`src/rtl/display_decoder.sv`:
```
// ---------------------------------------------------------------------------
// display_decoder
//   Recovers the hex digits shown on a multiplexed 4-digit 7-segment display
//   by snooping its segment and digit-strobe lines.
//
//   A digit is accepted once its (segments, strobe) sample has been seen
//   identical for STABLE_CYCLES consecutive registered samples. Acceptance
//   happens exactly once per stable episode.
//
// Parameters
//   STABLE_CYCLES  identical samples needed to accept a digit (2..255)
//
// Configuration macro
//   DISPLAY_DECODER_ACTIVE_LOW_EN  defined: segments/digits are inverted at
//                                  the input (common-anode drive);
//                                  undefined: used as-is (active-high).
//
// Ports
//   clk       rising-edge clock
//   rst       synchronous active-high reset
//   en        capture enable; low = no commits, outputs hold
//   segments  {a,b,c,d,e,f,g,dp}, 1 = lit
//   digits    strobe {D4,D3,D2,D1}; one-hot = active, 0 = blank
//   hexx      recovered hex, digit i at [4i+3:4i]
//   points    recovered decimal point per digit
//   mask      1 = digit last seen blank or unrecognized
//   valid     1 = digit committed at least once since reset
//   frame     one-cycle pulse when all four digits have been committed
//   bad       sticky: unrecognized pattern or multi-hot strobe seen
// ---------------------------------------------------------------------------
module display_decoder #(
  parameter int STABLE_CYCLES = 4
) (
  input  logic        clk,
  input  logic        rst,
  input  logic        en,
  input  logic [7:0]  segments,
  input  logic [3:0]  digits,
  output logic [15:0] hexx,
  output logic [3:0]  points,
  output logic [3:0]  mask,
  output logic [3:0]  valid,
  output logic        frame,
  output logic        bad
);

  localparam logic [7:0] STABLE_C = 8'(STABLE_CYCLES);

  logic [7:0] seg_in;
  logic [3:0] dig_in;

`ifdef DISPLAY_DECODER_ACTIVE_LOW_EN
  assign seg_in = ~segments;
  assign dig_in = ~digits;
`else
  assign seg_in = segments;
  assign dig_in = digits;
`endif

  // Sample register plus the previous sample it is compared against.
  logic [7:0] seg_reg, seg_prev_reg;
  logic [3:0] dig_reg, dig_prev_reg;
  logic [7:0] cnt_reg, cnt_next;
  logic [3:0] track_reg, track_next;
  logic       frame_reg, frame_next;
  logic       bad_reg, bad_next;

  logic       one_hot, multi_hot, same, commit, known;
  logic [3:0] hex_val;
  logic [3:0] track_or;

  assign one_hot   = (dig_reg != 4'd0) && ((dig_reg & (dig_reg - 4'd1)) == 4'd0);
  assign multi_hot = (dig_reg != 4'd0) && !one_hot;
  assign same      = ({seg_reg, dig_reg} == {seg_prev_reg, dig_prev_reg});

  // Stability counter. Anything other than an enabled one-hot sample ends
  // the episode; a changed one-hot sample starts a new one at 1. The commit
  // fires only on the transition into STABLE_C, so a held digit commits once.
  always_comb begin
    cnt_next = 8'd0;
    commit   = 1'b0;
    if (en && one_hot) begin
      if (same)
        cnt_next = (cnt_reg >= STABLE_C) ? STABLE_C : cnt_reg + 8'd1;
      else
        cnt_next = 8'd1;
      commit = (cnt_next == STABLE_C) && (cnt_reg != STABLE_C);
    end
  end

  // Segment a..g decode.
  always_comb begin
    known   = 1'b1;
    hex_val = 4'h0;
    case (seg_reg[7:1])
      7'b1111110: hex_val = 4'h0;
      7'b0110000: hex_val = 4'h1;
      7'b1101101: hex_val = 4'h2;
      7'b1111001: hex_val = 4'h3;
      7'b0110011: hex_val = 4'h4;
      7'b1011011: hex_val = 4'h5;
      7'b1011111: hex_val = 4'h6;
      7'b1110000: hex_val = 4'h7;
      7'b1111111: hex_val = 4'h8;
      7'b1111011: hex_val = 4'h9;
      7'b1110111: hex_val = 4'hA;
      7'b0011111: hex_val = 4'hB;
      7'b1001110: hex_val = 4'hC;
      7'b0111101: hex_val = 4'hD;
      7'b1001111: hex_val = 4'hE;
      7'b1000111: hex_val = 4'hF;
      default:    known   = 1'b0;
    endcase
  end

  // Frame tracker: a frame completes on the commit that fills the last bit.
  always_comb begin
    track_next = track_reg;
    frame_next = 1'b0;
    track_or   = track_reg | dig_reg;
    if (commit) begin
      if (track_or == 4'hF) begin
        frame_next = 1'b1;
        track_next = 4'h0;
      end else begin
        track_next = track_or;
      end
    end
  end

  // A blank a..g pattern is a legitimate "digit off", not an error.
  assign bad_next = bad_reg
                  | (en & multi_hot)
                  | (commit & ~known & (seg_reg[7:1] != 7'd0));

  always_ff @(posedge clk) begin
    if (rst) begin
      seg_reg      <= '0;
      dig_reg      <= '0;
      seg_prev_reg <= '0;
      dig_prev_reg <= '0;
      cnt_reg      <= '0;
      track_reg    <= '0;
      frame_reg    <= 1'b0;
      bad_reg      <= 1'b0;
    end else begin
      seg_reg      <= seg_in;
      dig_reg      <= dig_in;
      seg_prev_reg <= seg_reg;
      dig_prev_reg <= dig_reg;
      cnt_reg      <= cnt_next;
      track_reg    <= track_next;
      frame_reg    <= frame_next;
      bad_reg      <= bad_next;
    end
  end

  // Per-digit result registers.
  logic [3:0] nib_reg   [4];
  logic       pt_reg    [4];
  logic       mask_reg  [4];
  logic       valid_reg [4];

  for (genvar gi = 0; gi < 4; gi++) begin : g_digit
    always_ff @(posedge clk) begin
      if (rst) begin
        nib_reg[gi]   <= 4'h0;
        pt_reg[gi]    <= 1'b0;
        mask_reg[gi]  <= 1'b0;
        valid_reg[gi] <= 1'b0;
      end else if (commit && dig_reg[gi]) begin
        pt_reg[gi]    <= seg_reg[0];
        valid_reg[gi] <= 1'b1;
        mask_reg[gi]  <= ~known;
        if (known)
          nib_reg[gi] <= hex_val;
      end
    end

    assign hexx[4*gi +: 4] = nib_reg[gi];
    assign points[gi]      = pt_reg[gi];
    assign mask[gi]        = mask_reg[gi];
    assign valid[gi]       = valid_reg[gi];
  end

  assign frame = frame_reg;
  assign bad   = bad_reg;

endmodule

```
`config.mk`:
```
export PLATFORM = sky130hd
export DESIGN_NAME = display_decoder
export DESIGN_NICKNAME = d
export VERILOG_FILES = /design/src/rtl/display_decoder.sv
export SDC_FILE = /design/constraint.sdc
export NUM_CORES = 1
export LEC_CHECK = 0
export ABC_AREA = 1
export BUFFER_PORTS_ARGS = -buffer_cell sky130_fd_sc_hd__buf_2
export CAP_MARGIN = 20
export CORE_UTILIZATION = 45
export DETAILED_ROUTE_END_ITERATION = 7
export GPL_TIMING_DRIVEN = 1
export PLACE_DENSITY = 0.66
export SLEW_MARGIN = 20
export SYNTH_ARGS = -nofsm -noshare
export SYNTH_HDL_FRONTEND = slang
export SYNTH_SLANG_ARGS = --single-unit
```
`constraint.sdc`:
```
create_clock -name clk -period 2.3 [get_ports clk]
set_input_delay 0.46 -clock clk [delete_from_list [all_inputs] [get_ports clk]]
set_output_delay 0.46 -clock clk [all_outputs]
set_load 0.03 [all_outputs]
```
Word-level counts from Yosys, hierarchy flattened. Memory sizes are Yosys's and may differ from the RTL's. Index checks and enable logic that the tools add are counted. Widths: inputs -> output; s select.

Bits in registers: 38. Memory bits (writable): 28. Output and inout port bits: 30. Word-level logic and storage cells: 127. Memories: 4.

Add/sub/neg operators: 2. $lt $le $gt $ge: 1. Equal/unequal tests: 20. Mux-type cells: 51. Bitwise operators: 26. Reduce and logical (&&, ||, !) cells: 15.

Memories: nib_reg (words 4, width 4, read ports 4, clocked after Yosys merged registers in 0, write ports 4, line 159) `logic [3:0] nib_reg [4];`; mask_reg (words 4, width 1, read ports 4, clocked after Yosys merged registers in 0, write ports 4, line 161) `logic mask_reg [4];`; pt_reg (words 4, width 1, read ports 4, clocked after Yosys merged registers in 0, write ports 4, line 160) `logic pt_reg [4];`; valid_reg (words 4, width 1, read ports 4, clocked after Yosys merged registers in 0, write ports 4, line 162) `logic valid_reg [4];`.

Operators with widths (count): $eq 7x7->1 const B (12); $pmux 4 s15 (1); $mux 1 (42); $mux 8 (3); $eq 7x6->1 const B (3); $mux 4 (5); $or 1x1->1 (18); $reduce_or 16->1 (1); $eq 12x12->1 (1); $add 8x1->8 const B (1); $eq 8x3->1 const B (1); $ge 8x3->1 const B (1); $logic_and 1x1->1 (8); $ne 8x3->1 const B (1); $eq 7x5->1 const B (1); $reduce_bool 7->1 (1); $and 4x4->4 (1); $eq 4x4->1 const B (1); $logic_not 4->1 (1); $or 4x4->4 (1); $reduce_bool 4->1 (1); $reduce_or 2->1 (2); $sub 4x1->4 const B (1); $and 1x1->1 (3); other kinds (2) (4).

Longest topological paths before layout. Gate-level depths: netlist of the first run.

Depth after elaboration: 14. Gate-level depth with buffers: 12. Mapped depth without buffers: 12.

Least setup slack after synthesis of the first run. No wires, ideal clock.

Path type: register to register. Start point: register cnt_reg[0]. End point: memory nib_reg[2][0], enable pin. Library setup time: 335 ps. Arrival time: 1524 ps. Required time: 1965 ps. Setup slack: 441 ps. Cell stages (with the launch flop): 8. Buffers on the path: 0. Period minus slack after synthesis: 1859 ps. Cell sequence: dfxtp_1 > inv_1 > ha_1 > o21ai_0 > nand3_1 > nor2_8 > nand2_2 > o21ai_1.

RTL lines: from (decl) (line 63) `logic [7:0] cnt_reg, cnt_next;`; from (signal assigned) (line 151) `cnt_reg <= cnt_next;`; to (decl) (line 159).

==> metrics.txt, run 1 <==
status=completed; hold_buf cts=0; Seq/Total Area, Yosys=between 50% and 60%; starting density of the core=47.1%; number of flip-flops in the largest register=16; Final Cycle Share=a little under nine tenths; Worst R2R Setup Slack=approximately 0.31 ns; min-delay src=segments[1]; vias in the first global route=1995; Post-CTS Setup Bufs=0; Leakage Power=about 1.5 nW; Max VDD drop=between 300 and 400 uV; # resized after CTS=0; CTS tree=done; P per Cell Area=736 nW/um^2; Synth area leader=edfxtp_1; All-Layer GR Usage=18.3%; Max Fclk=between 500 and 600 MHz; total CTS buffers=9; Final Hold Fails=0; RSZ-0062 raised after global routing=no; clk_skew=0.00891 ns; Die Wd=between 80 and 90 um; most common cell after layout, fill and taps aside=nor2_1; Worst R2R Start=dig_reg[1]$_SDFF_PP0_; worst hold path class=primary input to flip-flop; Synth cell types=30; IO Port Bufs=44; Sequential Area=between 1500 and 2000 sq um; Synth top area share=28.9%; Clock transition at path regs=~0.060 ns; CP Max Fanout=10; Die Y=between 80 and 90 um; NumNets Final=slightly below 400; Synth warnings=0; Via density=roughly 4.6; WL final=between 5000 and 6000 um; die area=about 6600 sq um; Slew @ Worst Pin=about 0.6 ns; Crit. End Element=flip-flop; DR vias=between 2k and 2.5k; worst-skew pair later-pin latency=~0.34 ns; most frequent cells in the layout=nor2_1 (77), nand2_1 (70), inv_1 (46); Worst slew margin=between 60% and 70%; Inserted Diodes=0; top cells by area, synth=edfxtp_1 (29%), dfxtp_1 (28%), nor2_1 (10%); setup_tns=0 ns; Longest Clk Path Bufs=2; DP HPWL=3830 um; # DRC=0; Root Driver=clkbuf_8; max-slew violations=0; post-layout minimum cycle time=between 1.5 and 2 ns; hold path endpoint=seg_reg[1]$_SDFF_PP0_; # IOs=between 40 and 50; htree depth=3; Reg2Reg Depth=7; initial antenna violation count=0; hold path cells=3; worst reg2reg endpoint=nib_reg[3][2]$_SDFFCE_PN0P_; area of the multi-input gates=about 940 sq um; Mapped Area=2810 sq um; #FFs+latches synth=66; Mapped Avg Cell Area=~8.4 sq um; average wire per standard cell=around 11 um; Core Region=5960 sq um; share of layout cells above drive strength 1=approximately 21%; final number of setup-violating endpoints=0; area grow syn2layout=15.2%; critical path class=flip-flop to flip-flop; Req. time, crit path=2.32 ns; GPL Wtd Cong=around 0.85; Worst EP arrival=2.01 ns; first-pass GRT wire length=~8800 um; DR iter-0 viols=~160; Setup crit start kind=flip-flop; row count=28; Inst Count DP=between 400 and 500; largest net degree at the start of global routing=19; Detail Route Antenna Nets=0; post-synthesis cell count=about 340; non-filler cells, final=460; GRT overflow=0; fillers=~580; clk sink count=between 60 and 70; crit path from=dig_reg[1]$_SDFF_PP0_; Max-cap violations=0; TritonRoute pass-1 iters=4
logic make-up after synthesis:
family	Yosys count	synth area share, %
flip-flops	66	56.7
AND/OR/NAND/NOR	177	26.7
AO/OA/AOI/OAI	17	3.43
other	1	0.134
adder cells (fa/ha/maj)	2	0.892
XOR/XNOR	4	1.25
buffers and inverters	69	10.9
worst max path at each step:
| stage | end | slack (ns) |
|---|---|---|
| 3_3_place_gp | nib_reg[3][1]$_SDFFCE_PN0P_ | 0.23 |
| 3_5_place_dp | nib_reg[2][1]$_SDFFCE_PN0P_ | 0.19 |
| 4_1_cts | nib_reg[2][1]$_SDFFCE_PN0P_ | 0.19 |
| 5_1_grt | nib_reg[3][0]$_SDFFCE_PN0P_ | 0.10 |
| 2_1_floorplan | nib_reg[2][0]$_SDFFCE_PN0P_ | 0.44 |
| 6_report | nib_reg[3][2]$_SDFFCE_PN0P_ | 0.31 |
critical path, cell delays in order (launching register included):
cell and delay [ns]:
dfxtp_1 0.37, nor2_1 0.15, o21ai_1 0.14, a21oi_2 0.19, nand3_1 0.19, nor2_8 0.25
nand2_2 0.12, o21ai_2 0.25
Yosys cell counts (all sizes together):
master and number:
nor4b 1, nor2 81, clkinv 1, nand4 6, conb 1, a31o 1, inv 51, nor3 5
xnor2 4, a2111oi 1, nand3 6, nand2 76, edfxtp 27, clkbuf 2, o21ai 7, dfxtp 39
and3 1, a21oi 8, ha 2, nand3b 1, buf 15
report_power, final:
part / switching, mW / internal, mW / leakage, nW
Sequential: 0.0269 / 1.26 / 0.595
Combinational: 0.134 / 0.0602 / 0.821
Clock: 0.410 / 0.488 / 0.0898
per-layer routing:
metal  vias to the layer above  wire length [um]  GRT usage [%]
met1                       937              2430           23.3
met4                         0               140           12.0
li1                       1107                 -              -
met5                         -                 0              0
met2                        60              2340           28.6
met3                        12               240           3.03
cell type report:
type,count,area share (%)
Sequential cell,66,49.2
Multi-Input combinational cell,205,29.0
Timing Repair Buffer,46,7.28
Inverter,52,6.08
Clock buffer,11,4.06
Tap cell,75,2.90
Clock inverter,5,1.43
metrics by stage:
step / total power [mW] / instance area [sq um] / util, % / setup WS (ns) / hold slack [ns]
floorplan: 1.46 / 2820 / - / 0.441 / 0.426
global placement: 1.50 / 3040 / 51.1 / 0.227 / 0.435
detailed placement: 1.51 / 3040 / 51.1 / 0.188 / 0.444
CTS: 2.40 / 3220 / 54.0 / 0.186 / 0.305
global route: 2.48 / 3230 / 54.3 / 0.105 / 0.318
finish: 2.38 / 3230 / 54.3 / 0.313 / 0.319
Note: power is estimated with default switching activity, not from simulation.
==> run 2: changes to the inputs <==
- CORE_ASPECT_RATIO: not set -> 2
==> run 2 against run 1 <==
  * The run now ends with DRC left
  * Total power is 22% higher
  * Final cell count is 2.2% lower
  * Worst setup slack worse by 0.030 ns
  * Routed wire length is 4.4% higher
  * Clock skew is 0.0028 ns higher
  * Die area is 0.29% higher
  * Combinational power is 3% higher
  * Highest routed layer unchanged
==> metrics.txt, run 2 (synthesized netlist as in run 1, its figures left out) <==
worst path cell trace=inv_1, ha_1, o21ai_0, nand3_1, nor2_8, nand2_2, o21ai_1, buf_4; Core Region=approximately 6000 sq um; Max VDD drop=approximately 530 uV; crit-path max cell delay=between 0.3 and 0.4 ns; Detail Route Antenna Nets=0; Sequential Power Share=between 40 and 50%; critical path class=flip-flop to flip-flop; total CTS buffers=9; DP HPWL=about 4100 um; NumNets Final=399; Gate power share=6.8%; Slew @ Worst Pin=approximately 0.53 ns; Crit. End Element=flip-flop; Max Fclk=between 400 and 500 MHz; Leakage Power=around 1.6 nW; Int Power=2.29 mW; area grow syn2layout=20.0%; Final Cycle Share=between 80% and 90%; starting density of the core=a little under half; Die Wd=just under 60 um; Root Driver=clkbuf_16; first-pass GRT wire length=around 9100 um; clk_skew=0.0117 ns; row count=40; GRT overflow=0; Clock transition at path regs=0.05 ns; # IOs=45; Clk pwr share=~49%; Sequential Area=1590 sq um; max-slew violations=0; Inserted Diodes=0; RSZ-0062 raised after global routing=no; most frequent cells in the layout=nor2_1 (77), nand2_1 (70), inv_1 (46); post-layout minimum cycle time=2.02 ns; clk sink count=66; tightest hold margin=0.332 ns; DR iter-0 viols=just over 70; Longest Clk Path Bufs=2; worst-skew pair later-pin latency=~0.33 ns; Worst EP arrival=slightly above 2 ns; most common cell after layout, fill and taps aside=nor2_1; WL final=between 5000 and 6000 um; P per Cell Area=865 nW/um^2; Max-cap violations=0; CTS tree=done; final number of setup-violating endpoints=0; worst hold path class=primary input to flip-flop; die area=between 6000 and 7000 sq um; Post-CTS Setup Bufs=0; Slowest cell on crit path=dfxtp_1; Setup crit start kind=flip-flop; DR vias=2127; GPL Wtd Cong=~0.86; setup_tns=0 ns; net switching share of the total power=about a fifth; number of flip-flops in the largest register=16; hold_buf cts=0; Die Y=around 110 um; # DRC=6; Req. time, crit path=between 2 and 2.5 ns; Psw=slightly above 600 uW; TritonRoute pass-1 iters=6; htree depth=3; fillers=about 570; Final Hold Fails=0; average wire per standard cell=about 12 um; status=finished with violations; share of layout cells above drive strength 1=a little over a fifth; Via density=roughly 4.7; CP Max Fanout=10; All-Layer GR Usage=19.1%; Worst slew margin=64.2%; violated checks=DRC; IO Port Bufs=44; vias in the first global route=between 2k and 2.5k; initial antenna violation count=0; area of the multi-input gates=approximately 930 sq um; # resized after CTS=0; largest net degree at the start of global routing=18
[run 2: per-layer routing]
| metal | share of wire, % | GRT usage [%] | up-vias |
|---|---|---|---|
| li1 | - | - | 1113 |
| met1 | 37 | 16.6 | 932 |
| met2 | 52 | 32.9 | 59 |
| met3 | 4.1 | 5.67 | 23 |
| met4 | 6.8 | 18.4 | 0 |
| met5 | 0 | 0 | - |
[run 2: worst paths after layout]
kind | startpoint | to | slack, ns | cells after the start
max | cnt_reg[0]$_SDFF_PP0_ | nib_reg[1][1]$_SDFFCE_PN0P_ | 0.28 | 8
min | segments[1] | seg_reg[1]$_SDFF_PP0_ | 0.33 | 3
max reg2reg | cnt_reg[0]$_SDFF_PP0_ | nib_reg[1][1]$_SDFFCE_PN0P_ | 0.28 | 8
min reg2reg | track_reg[2]$_SDFFE_PP0P_ | track_reg[2]$_SDFFE_PP0P_ | 0.45 | 2
[run 2: final cells by class]
class / instances / area share [%]
clock buffer: 15 / 8.58
tap: 63 / 2.34
timing repair buffer: 48 / 7.43
multi-input combinational: 205 / 27.6
inverter: 52 / 5.83
clock inverter: 1 / 0.892
sequential: 66 / 47.3
[run 2: power by group through the flow]
stage	clock, mW	sequential (mW)	combinational (mW)
floorplan	0	1.33	0.127
global placement	0	1.31	0.197
detailed placement	0	1.31	0.199
CTS	1.44	1.29	0.199
global route	1.50	1.29	0.221
finish	1.42	1.29	0.199
[run 2: metrics by stage]
step                      power, mW  instance area, sq um  cells  utilization (%)  setup slack [ns]
final                          2.91                  3370    450             56.1             0.283
after global routing           3.02                  3370    450             56.1            0.0529
after CTS                      2.93                  3360    450             55.9             0.188
after detailed placement       1.51                  3040    434             50.6             0.199
after global placement         1.51                  3040    434             50.6             0.260
after floorplan                1.46                  2820    340                -             0.441
[run 2: worst max-delay path, delay by kind of cell, from the launching register on]
family	cells	cell delay, ns
AOI/OAI and AO/OA	2	0.31
adders and majority gates	1	0.30
buffers and inverters	2	0.23
DFF	1	0.33
and+or+nand+nor	3	0.55
==> run 3: changes to the inputs <==
- SETUP_SLACK_MARGIN: not set -> 0.5
==> run 3 against run 2 <==
  * The run still ends with DRC left
  * Sequential cell count did not move
  * Routed wire length is 13% higher
  * Non-clock buffer count increased by 24
  * Critical path type unchanged
==> metrics.txt, run 3 (synthesized netlist as in run 1, its figures left out) <==
Gate power share=under 10%; Worst slew margin=61.1%; Longest Clk Path Bufs=2; Cell Area, Placed=3040 sq um; Die Wd=~58 um; All-Layer GR Usage=between 15 and 20%; Worst R2R Start=dig_reg[2]$_SDFF_PP0_; share of layout cells above drive strength 1=about two fifths; Slew @ Worst Pin=between 0.5 and 0.6 ns; NumNets Final=about 420; total CTS buffers=9; Crit. End Element=flip-flop; Via density=4.84; fin util=between 60% and 70%; Root Driver=clkbuf_16; DR vias=2294; htree depth=3; area grow syn2layout=35.8%; most frequent cells in the layout=nor2_1 (65), nand2_1 (54), buf_2 (44); Die Y=roughly 110 um; die area=6580 sq um; starting density of the core=46.7%; average wire per standard cell=approximately 13 um; max-slew violations=0; # IOs=45; violated checks=DRC; Leakage Power=1.81 nW; status=finished with violations; Clock transition at path regs=0.05 ns; largest net degree at the start of global routing=18; Detail Route Antenna Nets=0; first-pass GRT wire length=9370 um; hold path endpoint=seg_reg[6]$_SDFF_PP0_; hold path cells=3; Reg2Reg Depth=7; worst hold path class=primary input to flip-flop; Psw=665 uW; Req. time, crit path=2.33 ns; TritonRoute pass-1 iters=7; worst-skew pair later-pin latency=around 0.33 ns; post-layout minimum cycle time=between 1.5 and 2 ns; GPL Wtd Cong=roughly 0.84; Inserted Diodes=0; Setup crit start kind=flip-flop; IO Port Bufs=44; Clk pwr share=a little under half; Max-cap violations=0; DR iter-0 viols=63; Final Cycle Share=about four fifths; WL final=a little over 6000 um; number of flip-flops in the largest register=16; Design Power=approximately 3.0 mW; Max Fclk=about 550 MHz; initial antenna violation count=0; worst reg2reg endpoint=nib_reg[0][1]$_SDFFCE_PN0P_; Core Region=6010 sq um; most common cell after layout, fill and taps aside=nor2_1; P per Cell Area=775 nW/um^2; final number of setup-violating endpoints=0; Int Power=2.29 mW; Max VDD drop=about 540 uV; # DRC=5; min-delay src=segments[6]; clk_skew=between 0.004 and 0.005 ns; Sequential Power Share=between 40% and 50%; CTS tree=done; Worst EP arrival=1.86 ns; RSZ-0062 raised after global routing=yes; Final Hold Fails=0; Final Instance Area=approximately 3800 sq um; CP Max Fanout=7; row count=40; net switching share of the total power=between 20% and 30%; vias in the first global route=2174; DP HPWL=4120 um; GRT overflow=0; clk sink count=66; critical path class=flip-flop to flip-flop; setup_tns=0 ns; Worst R2R Setup Slack=about 0.47 ns
-- run 3: what timing repair did --
item                                    CTS  global route
endpoints found under the setup margin   34            59
resized for setup                        38            49
hold buffers                              0             0
buffers inserted                         15            11
pin swaps                                16            29
-- run 3: worst max-delay path by stage --
stage                          startpoint                          end  slack (ns)  depth (start not counted)
6_report            dig_reg[2]$_SDFF_PP0_  nib_reg[0][1]$_SDFFCE_PN0P_        0.47                          7
5_1_grt        dig_prev_reg[2]$_SDFF_PP0_  nib_reg[3][2]$_SDFFCE_PN0P_        0.39                         13
4_1_cts             seg_reg[2]$_SDFF_PP0_  nib_reg[1][0]$_SDFFCE_PN0P_        0.45                         10
3_5_place_dp        cnt_reg[0]$_SDFF_PP0_  nib_reg[1][0]$_SDFFCE_PN0P_        0.27                          7
3_3_place_gp        dig_reg[2]$_SDFF_PP0_  nib_reg[1][1]$_SDFFCE_PN0P_        0.32                         10
2_1_floorplan       cnt_reg[0]$_SDFF_PP0_  nib_reg[2][0]$_SDFFCE_PN0P_        0.52                          7
-- run 3: final cells by class --
type / count / area (sq um)
Timing Repair Buffer: 72 / 447
Fill cell: 499 / 2190
Multi-Input combinational cell: 205 / 1140
Clock inverter: 6 / 81.3
Sequential cell: 66 / 1630
Clock buffer: 10 / 229
Inverter: 52 / 206
Tap cell: 63 / 78.8
-- run 3: layer usage --
layer | GRT usage (%) | share of wire, % | wire length [um]
met1 | 17.1 | 34 | 2070
met2 | 36.7 | 58 | 3530
met3 | 7.03 | 3.9 | 236
met4 | 12.2 | 4.1 | 250
met5 | 0 | 0 | 0
-- run 3: through the flow --
stage | cells | hold WS, ns | setup WS [ns]
2_1_floorplan | 340 | 0.426 | 0.521
3_3_place_gp | 432 | 0.441 | 0.315
3_5_place_dp | 432 | 0.445 | 0.273
4_1_cts | 463 | 0.313 | 0.454
5_1_grt | 474 | 0.322 | 0.387
6_report | 474 | 0.322 | 0.467
-- run 3: worst max-delay path, cell delays in order, from the launching register on --
cell,delay (ns)
dfxtp_4,0.36
nor2_1,0.14
o21ai_1,0.13
a21oi_2,0.19
nand3_2,0.15
nor2_8,0.25
nand2_4,0.10
o21ai_4,0.22
-- run 3: power by group through the flow --
stage	clock network, mW	logic, mW	registers (mW)
2_1_floorplan	0	0.129	1.33
4_1_cts	1.43	0.224	1.29
6_report	1.41	0.248	1.29
3_3_place_gp	0	0.196	1.31
5_1_grt	1.49	0.271	1.29
3_5_place_dp	0	0.197	1.31
